==> src/rtl/uart_rx_fifo_if.sv <==
// Receive-FIFO port bundle: UART receiver strobes in, head entry, status and interrupts out.
// slave = FIFO side, master = receiver/bus side.
interface uart_rx_fifo_if #(
    parameter int DEPTH              = 16,
    parameter int AW                 = $clog2(DEPTH),
    parameter int UART_DATA_SIZE     = 8,
    parameter int UART_BAUD_DIV_SIZE = 16
);
    logic [UART_DATA_SIZE-1:0]     rx_data_i;
    logic                          rx_valid_i;
    logic                          rx_frame_err_i;
    logic [UART_BAUD_DIV_SIZE-1:0] baud_div_i;
    logic                          rd_req_i;
    logic [AW:0]                   thresh_i;
    logic                          overrun_clr_i;
    logic [UART_DATA_SIZE-1:0]     rd_data_o;
    logic                          rd_frame_err_o;
    logic                          empty_o;
    logic                          full_o;
    logic [AW:0]                   level_o;
    logic                          overrun_o;
    logic                          thresh_irq_o;
    logic                          timeout_irq_o;

    modport slave (
        input  rx_data_i, rx_valid_i, rx_frame_err_i, baud_div_i, rd_req_i, thresh_i, overrun_clr_i,
        output rd_data_o, rd_frame_err_o, empty_o, full_o, level_o, overrun_o, thresh_irq_o, timeout_irq_o
    );

    modport master (
        output rx_data_i, rx_valid_i, rx_frame_err_i, baud_div_i, rd_req_i, thresh_i, overrun_clr_i,
        input  rd_data_o, rd_frame_err_o, empty_o, full_o, level_o, overrun_o, thresh_irq_o, timeout_irq_o
    );
endinterface

==> src/rtl/uart_rx_fifo.sv <==
// UART receive FWFT FIFO with level-threshold irq, sticky overrun and optional char-timeout irq (UART_RX_TIMEOUT_EN).
// Latency: a push is visible on the head/status outputs right after its clock edge; head is combinational.
// Backpressure: none toward the receiver -- a byte arriving while full (and not popped) is dropped and flags overrun.
module uart_rx_fifo #(
    parameter int DEPTH              = 16,
    parameter int AW                 = $clog2(DEPTH),
    parameter int UART_DATA_SIZE     = 8,
    parameter int UART_BAUD_DIV_SIZE = 16
) (
    input  logic             clk,
    input  logic             rst_n,
    uart_rx_fifo_if.slave    bus
);
    localparam logic [AW:0] DEPTH_L = DEPTH[AW:0];

    logic [UART_DATA_SIZE:0] mem [DEPTH];
    logic [AW:0] wr_ptr, rd_ptr, level;
    logic        empty, full, wr, do_push, do_pop, ovr_set, overrun;

    assign level   = wr_ptr - rd_ptr;
    assign empty   = (level == '0);
    assign full    = (level == DEPTH_L);
    assign wr      = bus.rx_valid_i | bus.rx_frame_err_i;
    assign do_pop  = bus.rd_req_i & ~empty;
    // A pop in the same cycle frees the slot, so a full FIFO can still accept.
    assign do_push = wr & (~full | do_pop);
    assign ovr_set = wr & full & ~do_pop;

    always_ff @(posedge clk or negedge rst_n) begin
        if (!rst_n) begin
            wr_ptr  <= '0;
            rd_ptr  <= '0;
            overrun <= 1'b0;
        end else begin
            if (do_push) wr_ptr <= wr_ptr + 1'b1;
            if (do_pop)  rd_ptr <= rd_ptr + 1'b1;
            if (ovr_set)
                overrun <= 1'b1;
            else if (bus.overrun_clr_i)
                overrun <= 1'b0;
        end
    end

    always_ff @(posedge clk) begin
        if (do_push) mem[wr_ptr[AW-1:0]] <= {bus.rx_frame_err_i, bus.rx_data_i};
    end

    assign bus.rd_data_o      = empty ? '0 : mem[rd_ptr[AW-1:0]][UART_DATA_SIZE-1:0];
    assign bus.rd_frame_err_o = empty ? 1'b0 : mem[rd_ptr[AW-1:0]][UART_DATA_SIZE];
    assign bus.empty_o        = empty;
    assign bus.full_o         = full;
    assign bus.level_o        = level;
    assign bus.overrun_o      = overrun;
    assign bus.thresh_irq_o   = (bus.thresh_i != '0) && (level >= bus.thresh_i);

`ifdef UART_RX_TIMEOUT_EN
    localparam logic [UART_BAUD_DIV_SIZE:0] ONE = 1;
    localparam logic [5:0] TMO_BITS = 6'd40;

    logic [UART_BAUD_DIV_SIZE-1:0] presc;
    logic [UART_BAUD_DIV_SIZE:0]   presc_inc;
    logic [5:0]                    bit_cnt;
    logic                          tick, tmo_irq, activity;

    assign presc_inc = {1'b0, presc} + ONE;
    // ">=" rather than "==" keeps a divisor of 0 or a mid-count divisor change from stalling the tick.
    assign tick      = presc_inc >= {1'b0, bus.baud_div_i};
    assign activity  = do_push | do_pop;

    always_ff @(posedge clk or negedge rst_n) begin
        if (!rst_n) begin
            presc   <= '0;
            bit_cnt <= '0;
            tmo_irq <= 1'b0;
        end else begin
            if (activity || empty) begin
                presc   <= '0;
                bit_cnt <= '0;
            end else if (tick) begin
                presc <= '0;
                if (bit_cnt != TMO_BITS) bit_cnt <= bit_cnt + 1'b1;
            end else begin
                presc <= presc_inc[UART_BAUD_DIV_SIZE-1:0];
            end

            if (activity)
                tmo_irq <= 1'b0;
            else if (!empty && tick && bit_cnt == TMO_BITS - 6'd1)
                tmo_irq <= 1'b1;
        end
    end

    assign bus.timeout_irq_o = tmo_irq;
`else
    logic unused_baud;
    assign unused_baud       = ^bus.baud_div_i;
    assign bus.timeout_irq_o = 1'b0;
`endif
endmodule

==> src/flat_wrapper.sv <==
// flat-port wrapper written by rule: the top's interface ports become plain ports
module uart_rx_fifo_flat 
#(
    parameter int DEPTH              = 16,
    parameter int AW                 = $clog2(DEPTH),
    parameter int UART_DATA_SIZE     = 8,
    parameter int UART_BAUD_DIV_SIZE = 16
)
  (clk, rst_n, bus_rx_data_i, bus_rx_valid_i, bus_rx_frame_err_i, bus_baud_div_i, bus_rd_req_i, bus_thresh_i, bus_overrun_clr_i, bus_rd_data_o, bus_rd_frame_err_o, bus_empty_o, bus_full_o, bus_level_o, bus_overrun_o, bus_thresh_irq_o, bus_timeout_irq_o);
  uart_rx_fifo_if #(.DEPTH(DEPTH), .AW(AW), .UART_DATA_SIZE(UART_DATA_SIZE), .UART_BAUD_DIV_SIZE(UART_BAUD_DIV_SIZE)) bus_i ();
  input  logic clk;
  input  logic rst_n;
  input wire logic [$bits(bus_i.rx_data_i)-1:0] bus_rx_data_i;
  input wire logic [$bits(bus_i.rx_valid_i)-1:0] bus_rx_valid_i;
  input wire logic [$bits(bus_i.rx_frame_err_i)-1:0] bus_rx_frame_err_i;
  input wire logic [$bits(bus_i.baud_div_i)-1:0] bus_baud_div_i;
  input wire logic [$bits(bus_i.rd_req_i)-1:0] bus_rd_req_i;
  input wire logic [$bits(bus_i.thresh_i)-1:0] bus_thresh_i;
  input wire logic [$bits(bus_i.overrun_clr_i)-1:0] bus_overrun_clr_i;
  output wire logic [$bits(bus_i.rd_data_o)-1:0] bus_rd_data_o;
  output wire logic [$bits(bus_i.rd_frame_err_o)-1:0] bus_rd_frame_err_o;
  output wire logic [$bits(bus_i.empty_o)-1:0] bus_empty_o;
  output wire logic [$bits(bus_i.full_o)-1:0] bus_full_o;
  output wire logic [$bits(bus_i.level_o)-1:0] bus_level_o;
  output wire logic [$bits(bus_i.overrun_o)-1:0] bus_overrun_o;
  output wire logic [$bits(bus_i.thresh_irq_o)-1:0] bus_thresh_irq_o;
  output wire logic [$bits(bus_i.timeout_irq_o)-1:0] bus_timeout_irq_o;
  assign bus_i.rx_data_i = bus_rx_data_i;
  assign bus_i.rx_valid_i = bus_rx_valid_i;
  assign bus_i.rx_frame_err_i = bus_rx_frame_err_i;
  assign bus_i.baud_div_i = bus_baud_div_i;
  assign bus_i.rd_req_i = bus_rd_req_i;
  assign bus_i.thresh_i = bus_thresh_i;
  assign bus_i.overrun_clr_i = bus_overrun_clr_i;
  assign bus_rd_data_o = bus_i.rd_data_o;
  assign bus_rd_frame_err_o = bus_i.rd_frame_err_o;
  assign bus_empty_o = bus_i.empty_o;
  assign bus_full_o = bus_i.full_o;
  assign bus_level_o = bus_i.level_o;
  assign bus_overrun_o = bus_i.overrun_o;
  assign bus_thresh_irq_o = bus_i.thresh_irq_o;
  assign bus_timeout_irq_o = bus_i.timeout_irq_o;
  uart_rx_fifo #(.DEPTH(DEPTH), .AW(AW), .UART_DATA_SIZE(UART_DATA_SIZE), .UART_BAUD_DIV_SIZE(UART_BAUD_DIV_SIZE)) u_core (.clk(clk), .rst_n(rst_n), .bus(bus_i));
endmodule
==> config.mk <==
export PLATFORM = sky130hd
export DESIGN_NAME = uart_rx_fifo_flat
export DESIGN_NICKNAME = d
export VERILOG_FILES = /design/src/rtl/uart_rx_fifo_if.sv /design/src/rtl/uart_rx_fifo.sv /design/src/flat_wrapper.sv
export SDC_FILE = /design/constraint.sdc
export NUM_CORES = 1
export LEC_CHECK = 0
export CAP_MARGIN = 30
export CELL_PAD_IN_SITES_DETAIL_PLACEMENT = 0
export CELL_PAD_IN_SITES_GLOBAL_PLACEMENT = 1
export CORE_MARGIN = 1.5
export CORE_UTILIZATION = 54
export DETAILED_ROUTE_END_ITERATION = 10
export PLACE_DENSITY = 0.9
export SYNTH_ARGS = -nofsm -noshare
export SYNTH_HDL_FRONTEND = slang
export SYNTH_SLANG_ARGS = --single-unit
==> constraint.sdc <==
create_clock -name clk -period 5 [get_ports clk]
set_input_delay 1 -clock clk [delete_from_list [all_inputs] [get_ports clk]]
set_output_delay 1 -clock clk [all_outputs]
set_load 0.01 [all_outputs]
# Word level (Yosys, flattened, before mapping)
# Memories as Yosys holds them, arrays and structs flattened.
# Cells that the tools add are included.
[word_totals]
mem_count = 1
inputBits = 35
ram_bits = 144
elab_cells = 28
register_bits = 11
output_inout_bits = 19
[classes]
eq_ne = 1
addsub = 3
n_mux = 6
reduce_logical = 4
n_lt_le_gt_ge = 1
bitwise_logic = 9
[memory_table]
columns = ["memory", "depth", "word_bits", "rd", "rd_ports_with_merged_regs", "write_ports", "line", "rtl"]
rows = [
  ["u_core.mem", 16, 9, 1, 0, 1, "uart_rx_fifo.sv:16", "logic [UART_DATA_SIZE:0] mem [DEPTH];"],
]
[ops]
columns = ["op", "count"]
rows = [
  ["$add A5 B1 Y5 const B", 2],
  ["$mux W8", 1],
  ["$eq A5 B5 Y1 const B", 1],
  ["$ge A5 B5 Y1", 1],
  ["$logic_not A5 Y1", 1],
  ["$mux W1", 5],
  ["$reduce_bool A5 Y1", 1],
  ["$sub A5 B5 Y5", 1],
  ["$and A1 B1 Y1", 4],
  ["$not A1 Y1", 3],
  ["$or A1 B1 Y1", 2],
  ["$reduce_bool A2 Y1", 1],
  ["$logic_and A1 B1 Y1", 1],
]

# Logic depth before layout (Yosys ltp)
[logic_depth]
ltp_word = 8
mapped_depth = 10
ltp_nobuf = 10

# Worst setup path after synthesis
# Ideal clock, no wire load.
[synth_path]
path_type = "reg2out"
start = "register u_core.wr_ptr[0]"
end = "output bus_thresh_irq_o"
arrival_time_ns = 2.417
n_path_buf = 0
t_required_ns = 4.000
path_slack_ns = 1.583
stages_incl_launch_ff = 11
path_cell_list = "dfrtp_1 -> inv_1 -> ha_1 -> fa_1 -> nand2b_1 -> a21oi_1 -> xor2_2 -> inv_2 -> ha_1 -> o22ai_1 -> a21oi_1"
[synth_between]
elab_chain_len = 3
[synth_lines]
columns = ["element", "line", "rtl"]
rows = [
  ["start, declared", "uart_rx_fifo.sv:17", "logic [AW:0] wr_ptr, rd_ptr, level;"],
  ["start signal, assigned", "uart_rx_fifo.sv:35", "if (do_push) wr_ptr <= wr_ptr + 1'b1;"],
  ["$sub A5 B5 Y5", "uart_rx_fifo.sv:20", "assign level = wr_ptr - rd_ptr;"],
  ["net bus_level_o[4]", "flat_wrapper.sv:24", "output wire logic [$bits(bus_i.level_o)-1:0] bus_level_o;"],
  ["$ge A5 B5 Y1", "uart_rx_fifo.sv:54", "assign bus.thresh_irq_o = (bus.thresh_i != '0) && (level >= bus.thresh_i);"],
  ["$logic_and A1 B1 Y1", "uart_rx_fifo.sv:54", ""],
  ["end, declared", "flat_wrapper.sv:26", "output wire logic [$bits(bus_i.thresh_irq_o)-1:0] bus_thresh_irq_o;"],
]
# The timed path passes the listed nets, and every way through them passes these cells.

# Worst setup path after layout
[layout_path]
start = "register u_core.wr_ptr[0]"
end = "output bus_rd_data_o[6]"
[layout_between]
elab_chain_len = 3
[layout_lines]
columns = ["element", "line", "rtl"]
rows = [
  ["$sub A5 B5 Y5", "uart_rx_fifo.sv:20", ""],
  ["$logic_not A5 Y1", "uart_rx_fifo.sv:21", "assign empty = (level == '0);"],
  ["$mux W8", "uart_rx_fifo.sv:48", "assign bus.rd_data_o = empty ? '0 : mem[rd_ptr[AW-1:0]][UART_DATA_SIZE-1:0];"],
  ["end, declared", "flat_wrapper.sv:20", "output wire logic [$bits(bus_i.rd_data_o)-1:0] bus_rd_data_o;"],
]
# No other way between the ends.

==> metrics.md <==
| Metric | Value |
|---|---|
| Hold Crit Class | `register to register` |
| CP max stage delay | `between 0.5 and 0.6 ns` |
| Slew Limit Fails | `0` |
| Initial antenna violation count | `0` |
| Share of power burned in combinational logic | `42.5%` |
| Critical Path RT | `around 4.0 ns` |
| Worst slew pin tran | `around 0.76 ns` |
| Status | `finished, final reports clean` |
| Setup crit start kind | `register` |
| Routed wire per std cell | `between 20 and 25 um` |
| WS Path Type | `register to primary output` |
| Peak VDD IR | `about 0.00074 V` |
| Period utilization | `between 90% and 100%` |
| TritonCTS Sinks | `155` |
| Sequential fraction of the synthesis area | `70.3%` |
| Max Buffers Root-to-Sink | `2` |
| Fmax | `0.216 GHz` |
| Slowest CP cell | `clkdlybuf4s50_1` |
| Clock Power Share | `about a quarter` |
| Rel. slew slack | `49.4%` |
| DRC Markers | `0` |
| Post-cts repair resize count | `0` |
| Syn-to-layout area delta | `15.8%` |
| Num ports | `54` |
| Total GRT Usage | `22.0%` |
| WHS | `0.501 ns` |
| Flops & latches, synth | `155` |
| Worst path cell trace | `inv_1, ha_1, fa_1, nand2b_1, a21oi_1, xor2_2, inv_2, nor2_2, nor2b_1, clkdlybuf4s50_1` |
| DP HPWL | `7580 um` |
| H-tree depth | `4` |
| Crit-path leading delay family | `buffers and inverters` |
| Max_cap viols | `0` |
| Layout cell share with drive strength beyond 1 | `a little over a fifth` |
| Core Box Area | `between 10,000 and 15,000 um^2` |
| Post-synth cell types | `43` |
| Unrepaired setup endpoints after global routing | `no` |
| Worst Min Path Start | `u_core.wr_ptr[4]$_DFFE_PN0P_` |
| Cell Int Power | `3.41 mW` |
| Warnings from Yosys | `0` |
| Cell count of the worst hold path | `1` |
| Routability cong. | `0.744` |
| R2r worst-path depth | `9` |
| Post-CTS Hold Fix Bufs | `0` |
| Vias in the first global route | `3,314` |
| RR Startpoint | `u_core.wr_ptr[0]$_DFFE_PN0P_` |
| Number of setup violations in the final report | `0` |
| Num rows | `40` |
| Sw Ratio | `33.1%` |
| DRT antenna net count | `0` |
| P_sw | `around 1.7 mW` |
| Reg clk slew, reported paths | `0.06 ns` |
| Sequential share of power | `34.1%` |
| Max Clock Skew | `~0.011 ns` |
| Top post-synthesis cells by area | `edfxtp_1, mux4_2, dfrtp_1` |
| Pre-antenna DRT Iters | `5` |
| Power per cell area | `672 nW/um^2` |
| Via/cell ratio | `6.13` |
| Final TNS setup | `0 ns` |
| Leakage | `2.60 nW` |
| N_diodes | `0` |
| Grt ovf | `0` |
| Post-route minimum period | `4.63 ns` |
| Syn avg cell area | `20.2 um^2` |
| Layout net count | `420` |
| Synth top area share | `66.1%` |
| Die height | `113 um` |
| Leading area contributor after synthesis | `edfxtp_1` |
| CTS buffer count | `17` |
| Setup crit end kind | `primary output` |
| Largest net degree at the start of global routing | `~40` |
| WL final | `13,000 um` |
| Worst r2r dst | `u_core.mem[8][1]$_DFFE_PP_` |
| Crit path DAT | `3.63 ns` |
| CTS tree | `yes` |
| Commonest non-fill, non-tap cells in the layout | `edfxtp_1, mux4_2, clkdlybuf4s50_1` |
| Synth Instances | `323` |
| Hold Path Sink | `u_core.wr_ptr[4]$_DFFE_PN0P_` |
| Clock latency on the worst-skew pair | `0.42 ns` |
| FF-to-FF setup slack | `1.43 ns` |
| Post-CTS Setup Inserts | `0` |
| Final hold vios | `0` |
| CP max FO | `10` |
| First-pass GRT wire length | `19,700 um` |
| Die X | `113 um` |
| Via count | `3,248` |
| Starting density of the core | `54.9%` |
| Net count after synthesis | `373` |
| Port bufs | `36` |
| Mapped Area | `6540 um^2` |
| DRT iter0 DRCs | `354` |
| DIE AREA | `approximately 13,000 um^2` |
| Root buffer cell | `clkbuf_16` |
| Worst Path Buf+Inv | `3` |
| Most common cell after layout, fill and taps aside | `edfxtp_1` |
==> flip-flops by register name (all words and copies together), names as in the netlist <==
register,flops
u_core.mem,144
u_core.bus.overrun_o,1
u_core.wr_ptr,5
u_core.rd_ptr,5
==> through the flow <==
step	util [%]	power, mW	instances	setup slack, ns	cell area [um^2]
6_report	63.6	5.09	530	0.366	7570
5_1_grt	63.6	5.36	530	0.144	7570
4_1_cts	63.6	5.13	530	0.366	7570
3_5_place_dp	59.0	3.93	498	0.827	7020
3_3_place_gp	59.0	3.87	498	0.883	7020
2_1_floorplan	-	3.15	323	1.58	6540
==> cell usage after synthesis, drive strengths merged <==
library cell and n:
buf 9, nor3b 1, mux2 2, nand2b 2, xnor2 9, mux4 45
nor2b 10, xor2 3, or4 1, or2 1, clkbuf 4, or3 1
mux2i 1, o31ai 2, conb 1, o311ai 2, nor3 3, edfxtp 144
inv 14, and4 1, dfrtp 11, and3 16, ha 14, nor2 8
o22ai 2, a21oi 4, o21bai 1, nand2 3, nor4 1, nand3 1
o21ai 5, fa 1
==> logic make-up after synthesis <==
kind of cell,after synthesis,share of synthesized area (%)
flops,155,70.3
simple gates,49,4.44
mux,48,16.5
buf+inv,27,2.32
compound gates,16,1.68
fa+ha+maj,15,2.99
xor+xnor,12,1.72
other cells,1,0.0574
==> per-layer routing <==
| metal | GRT usage, % | vias to the layer above | wire length (um) |
|---|---|---|---|
| met3 | 6.96 | 32 | 901 |
| met1 | 28.4 | 1656 | 5260 |
| li1 | - | 1413 | - |
| met5 | 0 | - | 0 |
| met2 | 34.6 | 147 | 6460 |
| met4 | 10.3 | 0 | 398 |
==> power groups by stage <==
stage,Sequential [mW],Clock [mW],Combinational (mW)
finish,1.74,1.19,2.16
global route,1.75,1.25,2.35
CTS,1.74,1.20,2.19
detailed placement,1.76,0,2.17
global placement,1.74,0,2.13
floorplan,1.74,0,1.41
==> worst max-delay path by stage <==
stage | start | end | slack [ns] | cells past startpoint
after floorplan | u_core.wr_ptr[0]$_DFFE_PN0P_ | bus_thresh_irq_o | 1.58 | 10
after global placement | u_core.wr_ptr[0]$_DFFE_PN0P_ | bus_rd_data_o[6] | 0.88 | 10
after detailed placement | u_core.wr_ptr[0]$_DFFE_PN0P_ | bus_rd_data_o[6] | 0.83 | 10
after CTS | u_core.wr_ptr[0]$_DFFE_PN0P_ | bus_rd_data_o[6] | 0.37 | 10
after global routing | u_core.wr_ptr[0]$_DFFE_PN0P_ | bus_rd_data_o[6] | 0.14 | 10
final | u_core.wr_ptr[0]$_DFFE_PN0P_ | bus_rd_data_o[6] | 0.37 | 10
==> cell type report <==
type	instances	area (um^2)
fillers	816	4340
inverters	14	52.6
flip-flops and latches	155	4600
repair buffers	41	398
clock buffers	17	425
well taps	147	184
multi-input cells	141	1790
clock inverters	15	126
No activity file was read; power rests on OpenSTA's default activity.
==> edit: new RTL, same flow settings <==
`DEPTH` is set to 16 in 3 places; all go to 8.
--- a/src/rtl/uart_rx_fifo_if.sv
+++ b/src/rtl/uart_rx_fifo_if.sv
@@ -1,7 +1,7 @@
 // Receive-FIFO port bundle: UART receiver strobes in, head entry, status and interrupts out.
 // slave = FIFO side, master = receiver/bus side.
 interface uart_rx_fifo_if #(
-    parameter int DEPTH              = 16,
+    parameter int DEPTH              = 8,
     parameter int AW                 = $clog2(DEPTH),
     parameter int UART_DATA_SIZE     = 8,
     parameter int UART_BAUD_DIV_SIZE = 16
--- a/src/rtl/uart_rx_fifo.sv
+++ b/src/rtl/uart_rx_fifo.sv
@@ -2,7 +2,7 @@
 // Latency: a push is visible on the head/status outputs right after its clock edge; head is combinational.
 // Backpressure: none toward the receiver -- a byte arriving while full (and not popped) is dropped and flags overrun.
 module uart_rx_fifo #(
-    parameter int DEPTH              = 16,
+    parameter int DEPTH              = 8,
     parameter int AW                 = $clog2(DEPTH),
     parameter int UART_DATA_SIZE     = 8,
     parameter int UART_BAUD_DIV_SIZE = 16
--- a/src/flat_wrapper.sv
+++ b/src/flat_wrapper.sv
@@ -1,7 +1,7 @@
 // flat-port wrapper written by rule: the top's interface ports become plain ports
 module uart_rx_fifo_flat 
 #(
-    parameter int DEPTH              = 16,
+    parameter int DEPTH              = 8,
     parameter int AW                 = $clog2(DEPTH),
     parameter int UART_DATA_SIZE     = 8,
     parameter int UART_BAUD_DIV_SIZE = 16
Ports: changed (resized bus_level_o and bus_thresh_i); port bits go from 54 to 52. The function was not compared with the original's and may differ.
==> edit against the unedited design <==
Setup slack better by 530 ps; cell area down 46%; total power down 44%; maximum frequency up 13%; synthesized area down 47%; sequential power down 43%; wire length down 51%; sequential cell count down 74; critical endpoint unchanged; largest power group unchanged.
==> edit: results <==
[logic_synthesis]
synthTopCellsByArea = "edfxtp_1 63%, mux4_2 12%, dfrtp_1 6.5%"
synth_compound_area_share_pct = 3.92
ys_top_cells_by_count = "72 x edfxtp_1, 22 x nand2_1, 18 x mux4_2"
yosysSeqAreaShare_pct = 69.3
synth_mux_area_share_pct = 12.4
async_flop_share_pct = 11.1
synthXorXnorAreaFrac_pct = 2.03

[setup_path]
r2r_slack_ps = 1840
r2r-end = "u_core.mem[0][3]"
critical_path_peak_fanout = 12
rr_startpoint = "u_core.rd_ptr[2]"

[detailed_routing]
wl_met3_um = 283
met2WireLength_um = 3340
wl_met1_um = 2770
vias_per_cell = 5.66
routed_wl_um = 6430

[sta]
slew_headroom_pct = 50.7
finClkSkew_ps = 10.8

[placement]
dpl.hpwl_um = 4250
place_congestion = 0.745
io_buffers = 34

[worst_hold_path]
hp-start = "u_core.bus.overrun_o"

[status]
outcome = "complete, no violations"

[cts]
cts_root_buffer = "clkbuf_8"
cts.reportedPaths.clkPinSlew_ps = 80

[global_routing]
grt_usage_pct = 20.1
grt_max_degree = 22
grt_util_met1_pct = 25.6
grt_pass1_vias = 1936

[final_layout]
largest_reg_flops = 72
nNetsFinal = 295
fillCellCount = 427
drive_above_1_share_pct = 21.4

[power_and_ir_drop]
irDropWorstVdd_mv = 0.498
-- edit: stage by stage --
step	hold slack, ps	cells	util (%)	cell area (µm²)	worst slack (ps)
after floorplan	462	201	-	3450	1650
after global placement	470	316	65.5	3950	1160
after detailed placement	478	316	65.5	3950	1160
after CTS	496	332	68.5	4130	863
after global routing	528	332	68.5	4130	715
final	492	332	68.5	4130	893
-- edit: area by class of cell --
type	count	area (µm²)	area share, %
tap	75	93.8	2.27
clock inverter	7	53.8	1.30
sequential	81	2390	57.9
multi-input combinational	103	988	24.0
timing repair buffer	48	445	10.8
inverter	9	33.8	0.819
clock buffer	9	124	3.00
-- edit: worst max path at each step --
stage,slack [ps],cells past startpoint,endpoint
global placement,1160,8,bus_thresh_irq_o
floorplan,1650,8,bus_rd_data_o[0]
global route,710,10,bus_rd_data_o[6]
detailed placement,1160,8,bus_thresh_irq_o
finish,890,10,bus_rd_data_o[6]
CTS,860,10,bus_rd_data_o[0]
